==> config.mk <==
export PLATFORM = sky130hd
export DESIGN_NAME = nes_joypad_port
export DESIGN_NICKNAME = d
export VERILOG_FILES = /design/src/rtl/nes_joypad_port.sv
export SDC_FILE = /design/constraint.sdc
export NUM_CORES = 1
export LEC_CHECK = 0
export CAP_MARGIN = 20
export CORE_MARGIN = 4
export CORE_UTILIZATION = 35
export CTS_CLUSTER_SIZE = 8
export DETAILED_ROUTE_END_ITERATION = 8
export PLACE_DENSITY = 0.58
export SLEW_MARGIN = 0
export SYNTH_ARGS = -nofsm -noshare
export SYNTH_HDL_FRONTEND = slang
export SYNTH_SLANG_ARGS = --single-unit
==> constraint.sdc <==
create_clock -name clock -period 1.7 [get_ports clock]
set_clock_uncertainty 0.05 [all_clocks]
set_input_delay 0.34 -clock clock [delete_from_list [all_inputs] [get_ports clock]]
set_output_delay 0.34 -clock clock [all_outputs]
set_load 0.005 [all_outputs]
==> src/rtl/nes_joypad_port.sv <==
// nes_joypad_port
//   Emulates C_ports NES controller shift registers with per-port A/B
//   autofire. Buttons are synchronised, gated by the autofire phase, then
//   latched while joy_strobe is high and shifted out LSB first on each
//   falling edge of joy_clock.
// Ports:
//   clock          system clock, rising edge
//   R_reset        synchronous active-high reset
//   btn_in         raw buttons, 8 per port {R,L,D,U,start,select,B,A}
//   autofire_en    per-port autofire enable, {B,A} per port
//   joy_strobe     latch request from the NES core
//   joy_clock      shared read clock from the NES core
//   joy_data       serial report bit per port (1 = pressed)
//   latch_pulse    one-cycle pulse after joy_strobe falls
//   autofire_phase current autofire gate level
module nes_joypad_port #(
    parameter int   C_ports       = 2,
    parameter int   C_clk_hz      = 21428571,
    parameter int   C_autofire_hz = 10,
    parameter int   C_sync_stages = 2,
    parameter logic C_fill        = 1'b1
) (
    input  logic                   clock,
    input  logic                   R_reset,
    input  logic [8*C_ports-1:0]   btn_in,
    input  logic [2*C_ports-1:0]   autofire_en,
    input  logic                   joy_strobe,
    input  logic                   joy_clock,
    output logic [C_ports-1:0]     joy_data,
    output logic                   latch_pulse,
    output logic                   autofire_phase
);

    // ---------------------------------------------------------------
    // Input synchronisers
    // ---------------------------------------------------------------
    logic [C_sync_stages-1:0][8*C_ports-1:0] r_btn_sync;
    logic [C_sync_stages-1:0][2*C_ports-1:0] r_af_sync;
    logic [8*C_ports-1:0]                    w_btn_s;
    logic [2*C_ports-1:0]                    w_af_s;

    always_ff @(posedge clock) begin
        if (R_reset) begin
            r_btn_sync <= '0;
            r_af_sync  <= '0;
        end else begin
            r_btn_sync[0] <= btn_in;
            r_af_sync[0]  <= autofire_en;
            for (int i = 1; i < C_sync_stages; i++) begin
                r_btn_sync[i] <= r_btn_sync[i-1];
                r_af_sync[i]  <= r_af_sync[i-1];
            end
        end
    end

    assign w_btn_s = r_btn_sync[C_sync_stages-1];
    assign w_af_s  = r_af_sync[C_sync_stages-1];

    // ---------------------------------------------------------------
    // Autofire divider: phase toggles every HALF cycles
    // ---------------------------------------------------------------
    logic w_phase;

    generate
        if (C_autofire_hz > 0) begin : g_af
            localparam int HALF = C_clk_hz / (2 * C_autofire_hz);
            localparam int CW   = (HALF > 1) ? $clog2(HALF) : 1;
            logic [CW-1:0] r_cnt;
            logic          r_phase;

            always_ff @(posedge clock) begin
                if (R_reset) begin
                    r_cnt   <= '0;
                    r_phase <= 1'b0;
                end else if (r_cnt == CW'(HALF - 1)) begin
                    r_cnt   <= '0;
                    r_phase <= ~r_phase;
                end else begin
                    r_cnt   <= r_cnt + 1'b1;
                end
            end

            assign w_phase = r_phase;
        end else begin : g_no_af
            // No divider: the gate is permanently open.
            assign w_phase = 1'b1;
        end
    endgenerate

    assign autofire_phase = w_phase;

    // ---------------------------------------------------------------
    // Effective buttons: A/B masked while autofire is enabled and the
    // phase is low; the other six buttons pass straight through.
    // ---------------------------------------------------------------
    logic [8*C_ports-1:0] w_eff;

    always_comb begin
        w_eff = w_btn_s;
        for (int p = 0; p < C_ports; p++) begin
            w_eff[8*p]   = w_btn_s[8*p]   & (~w_af_s[2*p]   | w_phase);
            w_eff[8*p+1] = w_btn_s[8*p+1] & (~w_af_s[2*p+1] | w_phase);
        end
    end

    // ---------------------------------------------------------------
    // Edge detection on the core's strobe/clock
    // ---------------------------------------------------------------
    logic r_clk_q;
    logic r_strobe_q;
    logic r_latch_pulse;
    logic w_clk_fall;

    assign w_clk_fall = r_clk_q & ~joy_clock;

    always_ff @(posedge clock) begin
        if (R_reset) begin
            r_clk_q       <= 1'b0;
            r_strobe_q    <= 1'b0;
            r_latch_pulse <= 1'b0;
        end else begin
            r_clk_q       <= joy_clock;
            r_strobe_q    <= joy_strobe;
            r_latch_pulse <= r_strobe_q & ~joy_strobe;
        end
    end

    assign latch_pulse = r_latch_pulse;

    // ---------------------------------------------------------------
    // Report shift registers. Strobe wins over a coincident clock fall,
    // so a read clock seen during the latch never consumes a bit.
    // ---------------------------------------------------------------
    logic [C_ports-1:0][7:0] r_sr;

    always_ff @(posedge clock) begin
        if (R_reset) begin
            r_sr <= '0;
        end else begin
            for (int p = 0; p < C_ports; p++) begin
                if (joy_strobe)
                    r_sr[p] <= w_eff[8*p +: 8];
                else if (w_clk_fall)
                    r_sr[p] <= {C_fill, r_sr[p][7:1]};
            end
        end
    end

    always_comb begin
        joy_data = '0;
        for (int p = 0; p < C_ports; p++)
            joy_data[p] = r_sr[p][0];
    end

endmodule

==> flow_metrics.env, run 1 <==
export IMPL_relSlewSlack_pct=71.5
export IMPL_worstPathRequired_ns=1.92
export IMPL_maxSlewViolCount=0
export IMPL_htree_levels=3
export IMPL_fillers=787
export IMPL_hold_start="R_reset"
export IMPL_yosys_cell_types_count=33
export IMPL_r2r_start="g_af.r_cnt[1]"
export IMPL_period_minus_slack_ns=1.68
export IMPL_io_pins=28
export IMPL_arrival_ns=1.91
export IMPL_rsz0062_at_grt="yes"
export IMPL_ys_warn_count=0
export IMPL_ys_seq_area_share_pct=55.1
export IMPL_cts_made_buffers=9
export IMPL_nNetsFinal=374
export IMPL_hpwl_mm=3.39
export IMPL_finalHoldViolations=0
export IMPL_ant_nets=0
export IMPL_crit_end="g_af.r_cnt[16]"
export IMPL_core_um2=8180
export IMPL_synth_area_um2=2940
export IMPL_worstPathMaxFanout=4
export IMPL_finalSetupViolCount=0
export IMPL_wl_mm=5.10
export IMPL_synth_main_ff_cell="dfxtp_1"
export IMPL_worstSetupEndpointType="register"
export IMPL_yosys_area_top_type="dfxtp_1"
export IMPL_timing_worst_slew_pin_value_ns=0.424
export IMPL_critPathLaunch="g_af.r_cnt[1]"
export IMPL_die_w_um=99.7
export IMPL_cts_tree="done"
export IMPL_post_synth_top_count_cell="dfxtp_1"
export IMPL_grt_pass1_wl_mm=8.45
export IMPL_synth_edf_count=0
export IMPL_globalplace_congestion=0.783
export IMPL_ctsLongestPathBuffers=2
export IMPL_ff2ff_path_depth=5
export IMPL_worstSetupPathType="reg2reg"
export IMPL_grt_pass1_vias=1850
export IMPL_place_ws_ns=-0.140
export IMPL_avgSynthCellArea_um2=10.1
export IMPL_diodes=0
export IMPL_cts_hold_repair_buffers=0
export IMPL_postSynth_asyncResetShare_pct=0
export IMPL_syn_inst=291
export IMPL_seq_area_um2=1630
export IMPL_grt_usage_pct=10.7
export IMPL_vias_per_cell=4.60
export IMPL_syn_to_final_growth_pct=31.6
export IMPL_clock_sinks=81
export IMPL_post_route_period_util_pct=99.0
export IMPL_rows=33
export IMPL_root_buffer="clkbuf_8"
export IMPL_drc=0
export IMPL_synth_nets=316
export IMPL_multi_input_area_um2=1300
export IMPL_dieArea_um2=9930
export IMPL_drive_gt1_share_pct=24.1
export IMPL_min_delay_path_class="in2reg"
export IMPL_grt_max_degree=38
export IMPL_cts_reportedPaths_clkPinSlew_ns=0.08
export IMPL_first_pass_iters=5
export IMPL_p_leak_uw=0.00143
export IMPL_ys_ff_latch=81
export IMPL_portBuffers=27
export IMPL_p_per_area_nw_per_um2=925
export IMPL_synth_top_area_share_pct=55.1
export IMPL_status="finished clean"
export IMPL_routedWlPerCell_um=11.1
export IMPL_r2r_slack_ns=0.02
export IMPL_grt_ovfl_total=0
export IMPL_synth_commonest_cells="81 x dfxtp_1, 49 x nor2b_1, 35 x nor2_1"
export IMPL_antenna_found_initial=0
export IMPL_timing_rr_end="g_af.r_cnt[16]"
export IMPL_worst_ir_drop_vdd_mv=0.389
export IMPL_maxCapViolCount=0
export IMPL_die_y_um=99.7
export IMPL_utilization_pct=47.3
export IMPL_synth_area_leaders="dfxtp_1 55%, nor2b_1 10%, nor2_1 4.5%, mux2_2 3.8%, mux2i_1 3.7%"
export IMPL_worstSkewPairLatency_ns=0.33
export IMPL_clock_fmax_mhz=594
export IMPL_start_util_pct=36.0
export IMPL_drtIter0Drc=87
export IMPL_fin_ws_ns=0.0166
export IMPL_vias=2108
export IMPL_start_kind="register"
==> what timing repair did <==
action,in CTS,in global routing
resized for setup,7,19
pin swaps,3,4
gates cloned,0,0
endpoints found under the setup margin,3,21
buffers inserted,4,3
==> critical path, cell delays in order (launching register included) <==
cell     delay (ns)
dfxtp_2        0.36
ha_4           0.16
nand3_4        0.09
or4_4          0.43
or4_4          0.43
a21oi_2        0.12
==> where the power goes <==
group / total [uW] / internal, uW / leakage [uW] / switching [uW]
Combinational: 228 / 140 / 0.000673 / 87.8
Clock: 1370 / 678 / 0.0000921 / 687
Sequential: 1990 / 1960 / 0.000668 / 23.0
Total: 3580 / 2780 / 0.00143 / 798
==> registers in the layout (all words and copies together) (netlist names) <==
| signal | count |
|---|---|
| g_af.r_cnt | 21 |
| r_btn_sync | 16 |
| w_btn_s | 16 |
| r_sr | 14 |
| r_af_sync | 4 |
| w_af_s | 4 |
| joy_data | 2 |
| autofire_phase | 1 |
| latch_pulse | 1 |
| r_clk_q | 1 |
| r_strobe_q | 1 |
==> cells in the final DEF (no fill, tap or decap), types with 5 or more instances in the layout <==
| master | instances |
|---|---|
| a211oi_1 | 8 |
| buf_4 | 30 |
| clkbuf_8 | 9 |
| clkdlybuf4s50_1 | 26 |
| dfxtp_1 | 73 |
| dfxtp_2 | 7 |
| inv_1 | 10 |
| mux2_2 | 10 |
| mux2i_1 | 11 |
| nand2_1 | 5 |
| nand3_1 | 6 |
| nor2_1 | 35 |
| nor2b_1 | 49 |
| nor3_1 | 11 |
| o21ai_0 | 6 |
| xnor2_1 | 11 |
==> cell families (layout without fill, tap and decap cells) <==
| group | count (synthesis) | in the layout | synth area share, % |
|---|---|---|---|
| AND/OR/NAND/NOR | 128 | 128 | 24.2 |
| flip-flops | 81 | 81 | 55.1 |
| buffers and inverters | 25 | 87 | 3.74 |
| AO/OA/AOI/OAI | 21 | 21 | 4.72 |
| multiplexers | 21 | 21 | 7.57 |
| XOR/XNOR | 14 | 14 | 4.17 |
| adder cells (fa/ha/maj) | 1 | 1 | 0.425 |
==> worst min path at each step <==
stage | to | slack, ns | depth (start not counted)
after floorplan | g_af.r_cnt[0] | 0.36 | 1
after global placement | w_btn_s[5] | 0.37 | 1
after detailed placement | w_af_s[1] | 0.37 | 1
after CTS | w_btn_s[12] | 0.22 | 2
after global routing | w_btn_s[1] | 0.23 | 2
final | w_btn_s[12] | 0.23 | 2
==> metrics by stage <==
stage | instances | TNS [ns] | instance area (um^2) | total power [uW] | hold WS, ns
after CTS | 455 | 0 | 3770 | 3630 | 0.219
after floorplan | 291 | 0 | 2950 | 2150 | 0.358
after detailed placement | 436 | -1.38 | 3520 | 2250 | 0.372
after global placement | 436 | -1.24 | 3520 | 2250 | 0.367
final | 458 | 0 | 3870 | 3580 | 0.231
after global routing | 458 | -0.204 | 3870 | 3750 | 0.228
==> layer usage <==
metal  global-route usage [%]  wire (um)  vias to the layer above
li1                         -          -                     1087
met3                     3.51        162                        4
met2                     17.4       2470                       31
met5                        0          0                        -
met1                     13.0       2400                      986
met4                     4.41         68                        0
==> cell type report <==
class / instances / share of cell area (%)
Clock buffer: 9 / 3.20
Multi-Input combinational cell: 185 / 33.7
Sequential cell: 81 / 42.2
Tap cell: 105 / 3.39
Timing Repair Buffer: 62 / 14.8
Clock inverter: 6 / 1.75
Inverter: 10 / 0.970
Power figures use the tool's default switching activity.
==> run 2, diff against run 1 <==
CORE_UTILIZATION = 30   (was 35)
PLACE_DENSITY = 0.5   (was 0.58)
clock period = 1.9 ns   (was 1.7 ns; I/O delays follow)
==> flow_metrics.env, run 2 (synthesized netlist as in run 1, its figures left out) <==
export IMPL_maxSlewViolCount=0
export IMPL_clock_sinks=81
export IMPL_io_pins=28
export IMPL_drtIter0Drc=79
export IMPL_post_route_period_util_pct=94.8
export IMPL_hold_end="w_btn_s[13]"
export IMPL_fin_ws_ns=0.0982
export IMPL_r2r_slack_ns=0.1
export IMPL_placed_area_um2=3480
export IMPL_hpwl_mm=3.41
export IMPL_portBuffers=27
export IMPL_utilization_pct=39.9
export IMPL_layout_common_cells="80 x dfxtp_1, 49 x nor2b_1, 35 x nor2_1, 26 x clkdlybuf4s50_1, 17 x buf_4"
export IMPL_core_um2=9370
export IMPL_timing_worst_slew_pin_value_ns=0.418
export IMPL_maxCapViolCount=0
export IMPL_pwr_share_clk_pct=41.7
export IMPL_worstPathMaxFanout=4
export IMPL_timing_rr_end="g_af.r_cnt[16]"
export IMPL_cts_reportedPaths_clkPinSlew_ns=0.08
export IMPL_antenna_found_initial=0
export IMPL_vias=1976
export IMPL_first_pass_iters=4
export IMPL_globalplace_congestion=0.729
export IMPL_hold_start="R_reset"
export IMPL_worstSetupPathType="reg2reg"
export IMPL_grt_max_degree=25
export IMPL_syn_to_final_growth_pct=27.1
export IMPL_min_delay_path_class="in2reg"
export IMPL_p_seq_share_pct=52.7
export IMPL_finalSetupViolCount=0
export IMPL_cts_hold_repair_buffers=0
export IMPL_switching_share_pct=21.1
export IMPL_grt_pass1_wl_mm=8.31
export IMPL_ctsLongestPathBuffers=2
export IMPL_die_w_um=107
export IMPL_relSlewSlack_pct=71.9
export IMPL_finalHoldViolations=0
export IMPL_start_kind="register"
export IMPL_place_ws_ns=-0.00494
export IMPL_rows=35
export IMPL_worstSetupEndpointType="register"
export IMPL_die_y_um=107
export IMPL_status="finished clean"
export IMPL_intPower_uw=2660
export IMPL_drive_gt1_share_pct=16.2
export IMPL_worstSkewPairLatency_ns=0.34
export IMPL_arrival_ns=2.03
export IMPL_cts_made_buffers=9
export IMPL_diodes=0
export IMPL_drc=0
export IMPL_finalInstanceArea_um2=3740
export IMPL_grt_usage_pct=9.32
export IMPL_clock_fmax_mhz=555
export IMPL_setup_tns_ns=0
export IMPL_htree_levels=3
export IMPL_combPwrFrac_pct=5.6
export IMPL_fin_hold_ws_ns=0.254
export IMPL_largest_reg_flops=21
export IMPL_period_minus_slack_ns=1.80
export IMPL_p_leak_uw=0.00137
export IMPL_start_util_pct=31.4
export IMPL_r2r_start="g_af.r_cnt[9]"
export IMPL_grt_ovfl_total=0
export IMPL_routedWlPerCell_um=10.7
export IMPL_worstPathRequired_ns=2.12
export IMPL_ant_nets=0
export IMPL_dieArea_um2=11400
export IMPL_regMostFlops="g_af.r_cnt"
export IMPL_p_per_area_nw_per_um2=903
export IMPL_vias_per_cell=4.22
export IMPL_worst_ir_drop_vdd_mv=0.433
export IMPL_grt_pass1_vias=1796
export IMPL_final_common_cell="dfxtp_1"
export IMPL_holdPathStages=2
export IMPL_rsz0062_at_grt="yes"
export IMPL_ff2ff_path_depth=4
export IMPL_p_sw_uw=711
export IMPL_root_buffer="clkbuf_8"
export IMPL_nNetsFinal=359
export IMPL_wl_mm=5.01
export IMPL_cts_tree="done"
[run 2: metal layers]
metal | up-vias | global-route usage, % | wire length (um) | share of wire (%)
li1 | 1056 | - | - | -
met1 | 886 | 11.5 | 2460 | 49
met2 | 32 | 14.2 | 2310 | 46
met3 | 2 | 3.55 | 198 | 3.9
met4 | 0 | 4.66 | 50 | 1.0
met5 | - | 0 | 0 | 0
[run 2: worst max-delay path by stage]
stage	start	endpoint	slack, ns	depth (start not counted)
floorplan	g_af.r_cnt[0]	g_af.r_cnt[10]	0.12	6
global placement	joy_clock	r_sr[14]	0.03	6
detailed placement	g_af.r_cnt[1]	g_af.r_cnt[18]	-0.005	6
CTS	g_af.r_cnt[9]	g_af.r_cnt[17]	0.03	6
global route	g_af.r_cnt[9]	g_af.r_cnt[17]	-0.05	6
finish	g_af.r_cnt[9]	g_af.r_cnt[16]	0.1	4
[run 2: layout make-up]
type	instances	area, um^2
clock inverter	5	86.3
fill	942	5640
multi-input combinational	185	1230
inverter	10	37.5
sequential	81	1620
clock buffer	11	141
timing repair buffer	47	453
tap	129	161
[run 2: timing repair]
action	CTS	global route
resized for setup	1	6
endpoints found under the setup margin	1	7
gates cloned	0	0
setup buffers	0	0
[run 2: power by group through the flow]
stage	combinational [uW]	clock [uW]	sequential, uW
2_1_floorplan	111	0	1810
3_3_place_gp	191	0	1820
3_5_place_dp	193	0	1820
4_1_cts	194	1460	1780
5_1_grt	212	1520	1780
6_report	190	1410	1780
[run 2: stage by stage]
step,power (uW),instances
floorplan,1920,291
global placement,2010,452
detailed placement,2010,452
CTS,3430,468
global route,3520,468
finish,3370,468
[run 2: critical path: stages (launching register included)]
cell     delay (ns)
dfxtp_1        0.44
nand4_4        0.15
or4_4          0.54
or4_1          0.41
a21oi_1        0.15
